### src/rtl/tx_resp_arbiter.sv
// -----------------------------------------------------------------------------
// tx_resp_arbiter
//
// Schedules responses from the system controller into the UART TX FIFO write
// port. Register-file read bytes and ALU results are held in single-entry
// slots. The two slots are arbitrated round-robin and sent as byte writes.
// An ALU result always goes out as an unbroken low-byte/high-byte pair.
// Writes stall while the FIFO reports full.
//
// Parameters
//   DATA_WIDTH   : byte width of the register file and TX FIFO (8)
//   ALU_WIDTH    : ALU result width, must equal 2*DATA_WIDTH (16)
//
// Ports
//   clk          : system clock
//   rst          : asynchronous reset, active low
//   rf_rd_data   : register-file read data
//   rf_rd_vld    : one-cycle pulse, rf_rd_data valid
//   alu_out      : ALU result
//   alu_out_vld  : one-cycle pulse, alu_out valid
//   fifo_full    : TX FIFO full (write-domain synchronised)
//   err_clr      : clears ovf_err
//   fifo_wr_data : byte presented to the FIFO
//   fifo_wr_en   : FIFO write strobe (combinational from state and fifo_full)
//   busy         : a response is pending or being transferred
//   ovf_err      : sticky, a response was dropped because its slot was full
// -----------------------------------------------------------------------------
module tx_resp_arbiter #(
  parameter int DATA_WIDTH = 8,
  parameter int ALU_WIDTH  = 16
) (
  input  logic                  clk,
  input  logic                  rst,
  input  logic [DATA_WIDTH-1:0] rf_rd_data,
  input  logic                  rf_rd_vld,
  input  logic [ALU_WIDTH-1:0]  alu_out,
  input  logic                  alu_out_vld,
  input  logic                  fifo_full,
  input  logic                  err_clr,
  output logic [DATA_WIDTH-1:0] fifo_wr_data,
  output logic                  fifo_wr_en,
  output logic                  busy,
  output logic                  ovf_err
);

  typedef enum logic [1:0] {
    IDLE    = 2'd0,
    SEND_RF = 2'd1,
    SEND_LO = 2'd2,
    SEND_HI = 2'd3
  } state_e;

  // Identifies which source was granted most recently.
  localparam logic GRANT_RF  = 1'b0;
  localparam logic GRANT_ALU = 1'b1;

  state_e                state_q, state_d;
  logic                  last_grant_q, last_grant_d;
  logic [DATA_WIDTH-1:0] rf_slot_q, rf_slot_d;
  logic                  rf_pend_q, rf_pend_d;
  logic [ALU_WIDTH-1:0]  alu_slot_q, alu_slot_d;
  logic                  alu_pend_q, alu_pend_d;
  logic                  ovf_err_q, ovf_err_d;

  // Asserted in the cycle the last byte of a response is accepted.
  logic                  rf_release;
  logic                  alu_release;

  logic                  rf_free, rf_capture, rf_drop;
  logic                  alu_free, alu_capture, alu_drop;

  // ---------------------------------------------------------------------------
  // State register
  // ---------------------------------------------------------------------------
  always_ff @(posedge clk or negedge rst) begin
    if (!rst) begin
      state_q      <= IDLE;
      last_grant_q <= GRANT_ALU;  // RF wins the first tie
      rf_slot_q    <= '0;
      rf_pend_q    <= 1'b0;
      alu_slot_q   <= '0;
      alu_pend_q   <= 1'b0;
      ovf_err_q    <= 1'b0;
    end else begin
      state_q      <= state_d;
      last_grant_q <= last_grant_d;
      rf_slot_q    <= rf_slot_d;
      rf_pend_q    <= rf_pend_d;
      alu_slot_q   <= alu_slot_d;
      alu_pend_q   <= alu_pend_d;
      ovf_err_q    <= ovf_err_d;
    end
  end

  // ---------------------------------------------------------------------------
  // Arbitration / send FSM and FIFO write port
  // ---------------------------------------------------------------------------
  always_comb begin
    state_d      = state_q;
    last_grant_d = last_grant_q;
    rf_release   = 1'b0;
    alu_release  = 1'b0;
    fifo_wr_en   = 1'b0;
    fifo_wr_data = '0;

    case (state_q)
      IDLE: begin
        if (rf_pend_q && alu_pend_q) begin
          // Tie: the source that was not granted last goes first.
          if (last_grant_q == GRANT_ALU) begin
            state_d      = SEND_RF;
            last_grant_d = GRANT_RF;
          end else begin
            state_d      = SEND_LO;
            last_grant_d = GRANT_ALU;
          end
        end else if (rf_pend_q) begin
          state_d      = SEND_RF;
          last_grant_d = GRANT_RF;
        end else if (alu_pend_q) begin
          state_d      = SEND_LO;
          last_grant_d = GRANT_ALU;
        end
      end

      SEND_RF: begin
        fifo_wr_data = rf_slot_q;
        if (!fifo_full) begin
          fifo_wr_en = 1'b1;
          rf_release = 1'b1;
          state_d    = IDLE;
        end
      end

      SEND_LO: begin
        fifo_wr_data = alu_slot_q[DATA_WIDTH-1:0];
        if (!fifo_full) begin
          fifo_wr_en = 1'b1;
          state_d    = SEND_HI;
        end
      end

      SEND_HI: begin
        // The FSM goes straight from LO to HI, so no RF byte can be placed
        // between the two halves of an ALU result.
        fifo_wr_data = alu_slot_q[2*DATA_WIDTH-1:DATA_WIDTH];
        if (!fifo_full) begin
          fifo_wr_en  = 1'b1;
          alu_release = 1'b1;
          state_d     = IDLE;
        end
      end

      default: begin
        state_d = IDLE;
      end
    endcase
  end

  // ---------------------------------------------------------------------------
  // Slot capture and overflow detection
  // ---------------------------------------------------------------------------
  // A slot whose last byte is accepted this cycle counts as free. A new
  // response can then load at the same edge without a lost cycle. The old
  // byte is still on fifo_wr_data, because the slot register only changes
  // at the edge.
  always_comb begin
    rf_free     = !rf_pend_q || rf_release;
    rf_capture  = rf_rd_vld && rf_free;
    rf_drop     = rf_rd_vld && !rf_free;

    alu_free    = !alu_pend_q || alu_release;
    alu_capture = alu_out_vld && alu_free;
    alu_drop    = alu_out_vld && !alu_free;

    rf_slot_d   = rf_slot_q;
    rf_pend_d   = rf_pend_q;
    if (rf_capture) begin
      rf_slot_d = rf_rd_data;
      rf_pend_d = 1'b1;
    end else if (rf_release) begin
      rf_pend_d = 1'b0;
    end

    alu_slot_d  = alu_slot_q;
    alu_pend_d  = alu_pend_q;
    if (alu_capture) begin
      alu_slot_d = alu_out;
      alu_pend_d = 1'b1;
    end else if (alu_release) begin
      alu_pend_d = 1'b0;
    end

    // A drop in the same cycle as err_clr leaves the flag set, so the
    // new drop is not hidden.
    ovf_err_d = ovf_err_q;
    if (rf_drop || alu_drop) begin
      ovf_err_d = 1'b1;
    end else if (err_clr) begin
      ovf_err_d = 1'b0;
    end
  end

  assign busy    = (state_q != IDLE) || rf_pend_q || alu_pend_q;
  assign ovf_err = ovf_err_q;

endmodule

### config.mk
export PLATFORM = sky130hd
export DESIGN_NAME = tx_resp_arbiter
export DESIGN_NICKNAME = d
export VERILOG_FILES = /design/src/rtl/tx_resp_arbiter.sv
export SDC_FILE = /design/constraint.sdc
export NUM_CORES = 1
export LEC_CHECK = 0
export ABC_AREA = 1
export ABC_CLOCK_PERIOD_IN_PS = 2200
export BUFFER_PORTS_ARGS = -buffer_cell sky130_fd_sc_hd__buf_2
export CAP_MARGIN = 25
export CORE_MARGIN = 3
export CORE_UTILIZATION = 33
export CTS_BUF_LIST = sky130_fd_sc_hd__clkbuf_16
export DETAILED_ROUTE_END_ITERATION = 16
export SETUP_SLACK_MARGIN = 0.2
export SLEW_MARGIN = 20
export SYNTH_ARGS = -nofsm -noshare
export SYNTH_HDL_FRONTEND = slang
export SYNTH_SLANG_ARGS = --single-unit
export TNS_END_PERCENT = 50
### constraint.sdc
create_clock -name clk -period 2.2 [get_ports clk]
set_clock_uncertainty 0.1 [all_clocks]
set_input_delay 0.33 -clock clk [delete_from_list [all_inputs] [get_ports clk]]
set_output_delay 0.33 -clock clk [all_outputs]
set_load 0.05 [all_outputs]
==> impl_results.md, run 1 <==
* Fin util at 0.450
* Synth top cells by count: nand2_1, nand3_1, dfrtp_1
* Worst-path clk slew at 50 ps
* Worst path arrival time at 1450 ps
* Via Count at 1,274
* Initial Utilization at 0.348
* Worst setup path class: reg -> out
* Flops & latches, synth at 30
* Setup violations, final at 0
* Post-synth top area share at 0.511
* Slowest stage cell, crit path: dfrtp_1
* Status: finished, final reports clean
* Latest clock arrival within the worst-skew pair at 270 ps
* Hold-fix buffers, CTS at 0
* Fin crit period at 1880 ps
* Slew @ Worst Pin at 685 ps
* Mapped Area at 1420 µm²
* Crit start category: register
* Top routing layer in use: met4
* Routed wire length at 3480 µm
* Hold Fails Final Rpt at 0
* Metal2 WL at 1550 µm
* Ys flop type: dfrtp_1
* H-tree Lvls at 2
* Slew Viols, Final at 0
* FMAX at 531 MHz
* Total gr overflow at 0
* GPL Wtd Cong at 0.767
* CP endpoint kind: primary output
* Largest net degree at the start of global routing at 31
* Die area at 5130 µm²
* Post-DRT Antenna Nets at 0
* Drt initial violations at 94
* Synthesis warning total at 0
* Share of cells above drive strength 1 at 0.251
* CP bufs+invs at 3
* Vias in the first global route at 1,288
* Total CTS buffers at 5
* Required time of the critical path at 1770 ps
* ANT cells at 0
* Total power per unit cell area at 1650 nW/µm²
* R2r startpoint: state_q[0]$_DFFE_PN0P_
* Critical path's largest stage delay at 470 ps
* Asr flop ratio synth at 1.00
* Sequential-to-total area share from yosys stat at 0.529
* Hold WS at 1.43 ps
* DR vias/cell at 4.60
* VDD IR-drop max at 0.796 mV
* Met1 WL at 1670 µm
* Port Buffers at 40
* Cells along the critical path: inv_1, nor2_1, buf_4, nand2_1, nand3_1, buf_2
* Tcrit/Tclk final at 0.855
* CTS tree: built
* Root buffer cell: clkbuf_16
* IO Pins at 41
* First-pass GRT wire length at 6000 µm
* Hold WC Path Type: in -> async
* Initial antenna violation count at 0
* Cell family with most CP delay: buffers and inverters
* Post-CTS Setup Bufs at 0
* Detailed placement HPWL at 2520 µm
* Leak pwr at 1.03 nW
* Worst Reg2Reg Path Length in Cells at 5
* Cell variety after synth at 18
* Die X-Extent at 71.6 µm
* Cells after Synth at 182
* Total chip power at 3.04 mW
* Setup TNS at 0 ps
* Reg2reg setup slack at 780 ps
* Routed wire per std cell at 12.5 µm
* Core area at 4090 µm²
* Reg-to-Reg End: alu_slot_q[4]$_DFFE_PN0P_
* Drt drc at 0
* Met3 WL post-DR at 233 µm
* Fin nets at 257
* RSZ-0062 raised after global routing: no
* GRT Total Usage at 0.153
* Area grow syn2layout at 29.5%
* Num Clock Sinks at 30
* Net Count, Synth at 212
* 1st-pass router iterations at 4
* Largest buffer count on any clock path at 2
* Most numerous cell in the Yosys netlist: nand2_1
* Max Cap Viol at 0
* Chip Height at 71.6 µm
* Rows at 23
* Dominant cells by area after synthesis: dfrtp_1, nand2_1, nand3_1, inv_1, dfstp_2
* Max-slew headroom at 0.543
* CP max FO at 8
* Largest area contributor in the netlist: dfrtp_1
* Syn Area/Cell at 7.81 µm²
* Post-synth EDFFs at 0
[where the power goes]
group	leakage [nW]	switching [mW]	total [mW]	internal [mW]
clock	0.0773	0.221	0.743	0.522
sequential	0.365	0.175	0.995	0.820
combinational	0.584	0.935	1.31	0.370
total	1.03	1.33	3.04	1.71
[worst max path at each step]
stage                                start         endpoint  slack, ps  depth (start not counted)
floorplan           state_q[0]$_DFFE_PN0P_  fifo_wr_data[2]        530                          4
global placement    state_q[0]$_DFFE_PN0P_  fifo_wr_data[4]        490                          5
detailed placement  state_q[0]$_DFFE_PN0P_  fifo_wr_data[4]        480                          5
CTS                 state_q[1]$_DFFE_PN0P_  fifo_wr_data[6]        220                          5
global route        state_q[0]$_DFFE_PN0P_  fifo_wr_data[0]        200                          6
finish              state_q[0]$_DFFE_PN0P_  fifo_wr_data[7]        320                          6
[routing by layer]
layer,track usage,vias to the layer above
met2,0.232,36
li1,-,667
met1,0.212,567
met5,0,-
met4,0.0438,0
met3,0.0477,4
[cells by family after synthesis]
family	Yosys count	share of synthesized area
buffers and inverters	14	0.0458
DFF	30	0.529
and+or+nand+nor	134	0.400
AOI/OAI and AO/OA	4	0.0255
[flip-flops by register name, summed over array words and instances (netlist names)]
| name | count |
|---|---|
| alu_slot_q | 16 |
| rf_slot_q | 8 |
| state_q | 2 |
| alu_pend_q | 1 |
| last_grant_q | 1 |
| ovf_err | 1 |
| rf_pend_q | 1 |
[area by class of cell]
cell class                      instances  area (µm²)
Clock buffer                            5         125
Clock inverter                          2        33.8
Fill cell                             427        2250
Inverter                                9        35.0
Multi-Input combinational cell        138         609
Sequential cell                        30         752
Tap cell                               50        62.6
Timing Repair Buffer                   43         223
[layout by cell type, fill, tap and decap left out]
cell	instances
inv_1	8
bufinv_16	1
buf_4	3
o21ai_0	1
nor2_4	1
o21ai_4	1
nand2_4	1
o211ai_1	1
buf_2	40
nand2_2	3
clkinv_2	1
dfstp_2	1
nor2_1	3
nand3_1	38
nand2_1	88
clkinv_1	1
clkbuf_16	5
dfrtp_1	29
a21boi_0	1
[through the flow]
step | setup WS [ps] | area, µm² | instances
after floorplan | 534 | 1420 | 182
after global routing | 196 | 1840 | 277
after global placement | 487 | 1680 | 270
after CTS | 219 | 1840 | 277
final | 318 | 1840 | 277
after detailed placement | 481 | 1680 | 270
[timing repair]
action,4_1_cts,5_1_grt
setup endpoints to repair,1,8
pin swaps,0,0
gates resized for setup,1,1
Power figures use the tool's default switching activity.
==> run 2, diff against run 1 <==
--- a/config.mk
+++ b/config.mk
@@ -9,10 +9,12 @@
 export ABC_CLOCK_PERIOD_IN_PS = 2200
 export BUFFER_PORTS_ARGS = -buffer_cell sky130_fd_sc_hd__buf_2
 export CAP_MARGIN = 25
+export CORE_ASPECT_RATIO = 2
 export CORE_MARGIN = 3
 export CORE_UTILIZATION = 33
 export CTS_BUF_LIST = sky130_fd_sc_hd__clkbuf_16
 export DETAILED_ROUTE_END_ITERATION = 16
+export PLACE_DENSITY = 0.63
 export SETUP_SLACK_MARGIN = 0.2
 export SLEW_MARGIN = 20
 export SYNTH_ARGS = -nofsm -noshare
==> run 2 against run 1 <==
Effect of this change:
- the run now ends with hold timing left
- maximum frequency fell by 1.2%
- largest cell class unchanged
- design area down 1.0%
- register-to-register slack got worse by 50 ps
- largest power group unchanged
- clock power shrank 15%
==> impl_results.md, run 2 (synthesized netlist as in run 1, its figures left out) <==
* Hold WC Path Type: in -> async
* Critical path's largest stage delay at 450 ps (-20 ps)
* Largest net degree at the start of global routing at 31 (unchanged)
* Pint at 1.59 mW (-7.3%)
* Routed wire length at 3420 µm (-1.5%)
* DR vias/cell at 4.55 (-0.99%)
* Fin crit period at 1900 ps (+22.0 ps)
* Root buffer cell: clkbuf_16
* Slew @ Worst Pin at 654 ps (-30.9 ps)
* Setup TNS at 0 ps (unchanged)
* Largest register by flop count: alu_slot_q
* Chip Height at 98.8 µm (+38%)
* RSZ-0062 raised after global routing: no
* Most common cell after layout, fill and taps aside: nand2_1
* Port Buffers at 40 (unchanged)
* CP endpoint kind: primary output
* Status: finished with violations
* Area grow syn2layout at 28.2%
* Tcrit/Tclk final at 0.865 (+0.0100)
* R2r startpoint: state_q[0]$_DFFE_PN0P_
* Worst setup path class: reg -> out
* Comb pwr share at 0.436 (+0.007)
* Crit start category: register
* NetSw at 1.35 mW (+1.3%)
* Leak pwr at 1.00 nW (-2.3%)
* Cells along the critical path: nand2_2, clkinvlp_4, nand2_1, nand3_1, buf_2
* Max-slew headroom at 0.564 (+0.0206)
* CP max FO at 9 (+1)
* Initial Utilization at 0.344 (-0.00358)
* VDD IR-drop max at 0.728 mV (-8.6%)
* Slowest stage cell, crit path: dfrtp_2
* Hold Fails Final Rpt at 29 (+29)
* Required time of the critical path at 1770 ps (about the same)
* Reg2reg setup slack at 730 ps (-50 ps)
* Slew Viols, Final at 0 (unchanged)
* Placed inst area at 1660 µm² (-0.75%)
* GRT Total Usage at 0.151 (-0.00194)
* Final Cell Area at 1820 µm² (-1.0%)
* Fin nets at 255 (-0.78%)
* FMAX at 525 MHz (-1.2%)
* Die X-Extent at 52.4 µm (-27%)
* Drt drc at 0 (unchanged)
* Setup violations, final at 0 (unchanged)
* Vias in the first global route at 1,283 (-0.39%)
* Worst Setup SP: state_q[1]$_DFFE_PN0P_
* Routed wire per std cell at 12.3 µm (-1.9%)
* Detailed placement HPWL at 2690 µm (+6.7%)
* Hold-fix buffers, CTS at 0 (unchanged)
* Total gr overflow at 0 (unchanged)
* Post-DRT Antenna Nets at 0 (unchanged)
* Total power per unit cell area at 1610 nW/µm² (-2.5%)
* Initial antenna violation count at 0 (unchanged)
* Latest clock arrival within the worst-skew pair at 270 ps (about the same)
* Clock share of power at 0.216 (-0.028)
* Core area at 4130 µm² (+1.0%)
* Share of power burned in registers at 0.348 (+0.021)
* Reg-to-Reg End: state_q[0]$_DFFE_PN0P_
* Num Clock Sinks at 30 (unchanged)
* Rows at 33 (+43%)
* Most frequent cells in the layout: nand2_1, buf_2, nand3_1, dfrtp_1, inv_1
* Max Cap Viol at 0 (unchanged)
* Total CTS buffers at 5 (unchanged)
* Hold WS at -16.6 ps (-18.1 ps)
* ANT cells at 0 (unchanged)
* IO Pins at 41 (unchanged)
* Share of cells above drive strength 1 at 0.257 (+0.00554)
* Via Count at 1,266 (-0.63%)
* H-tree Lvls at 2 (unchanged)
* Largest register FFs at 16 (unchanged)
* Die area at 5180 µm² (+0.92%)
* First-pass GRT wire length at 5800 µm (-3.4%)
* Top flop regs: alu_slot_q x16, rf_slot_q x8, state_q x2
* Worst-path clk slew at 50 ps (about the same)
* Drt initial violations at 32 (-66%)
* Largest buffer count on any clock path at 2 (unchanged)
* GPL Wtd Cong at 0.765 (-0.29%)
* CTS tree: built
* Failing checks: hold timing
* Worst Reg2Reg Path Length in Cells at 5 (unchanged)
* 1st-pass router iterations at 4 (unchanged)
* Switching Share at 0.459 (+0.0219)
* Worst path arrival time at 1470 ps (+20 ps)
## run 2: layer usage
metal,vias up,share of wire,global-route usage
li1,666,-,-
met5,-,0,0
met2,24,0.57,0.268
met3,5,0.043,0.0363
met4,0,0.019,0.0591
met1,571,0.36,0.166
## run 2: area by class of cell
cell class / instances / area [µm²]
fillers: 435 / 2310
flip-flops and latches: 30 / 754
multi-input cells: 138 / 617
repair buffers: 41 / 210
clock buffers: 5 / 125
well taps: 52 / 65.1
inverters: 9 / 37.5
clock inverters: 3 / 12.5
## run 2: through the flow
stage	total power [mW]	cells	setup WS, ps	utilization	hold slack, ps
finish	2.94	278	296	0.441	-16.6
global route	3.17	278	211	0.441	51.7
CTS	2.95	278	205	0.438	13.3
detailed placement	2.29	270	432	0.403	303
global placement	2.27	270	451	0.403	306
floorplan	1.95	182	534	-	-65.6
## run 2: worst max-delay path by stage
stage                     depth (start not counted)         endpoint  slack (ps)
after detailed placement                          5  fifo_wr_data[3]         430
after CTS                                         5  fifo_wr_data[6]         210
final                                             5  fifo_wr_data[3]         300
after floorplan                                   4  fifo_wr_data[2]         530
after global placement                            5  fifo_wr_data[3]         450
after global routing                              5  fifo_wr_data[6]         210
## run 2: power by group through the flow
stage	Clock, mW	Sequential (mW)	Combinational, mW
CTS	0.646	1.02	1.29
detailed placement	0	1.02	1.27
finish	0.634	1.02	1.28
global placement	0	1.01	1.26
global route	0.666	1.06	1.44
floorplan	0	0.977	0.977
## run 2: what timing repair did
item                                    in CTS  in global routing
gates cloned                                 0                  0
setup buffers                                0                  0
endpoints found under the setup margin       8                  9
gates resized for setup                      2                  5
## run 2: critical path: cells and delay by family (launching register included)
family	cells	cell delay, ps
buffers and inverters	2	410
AND/OR/NAND/NOR	3	340
flip-flops	1	450
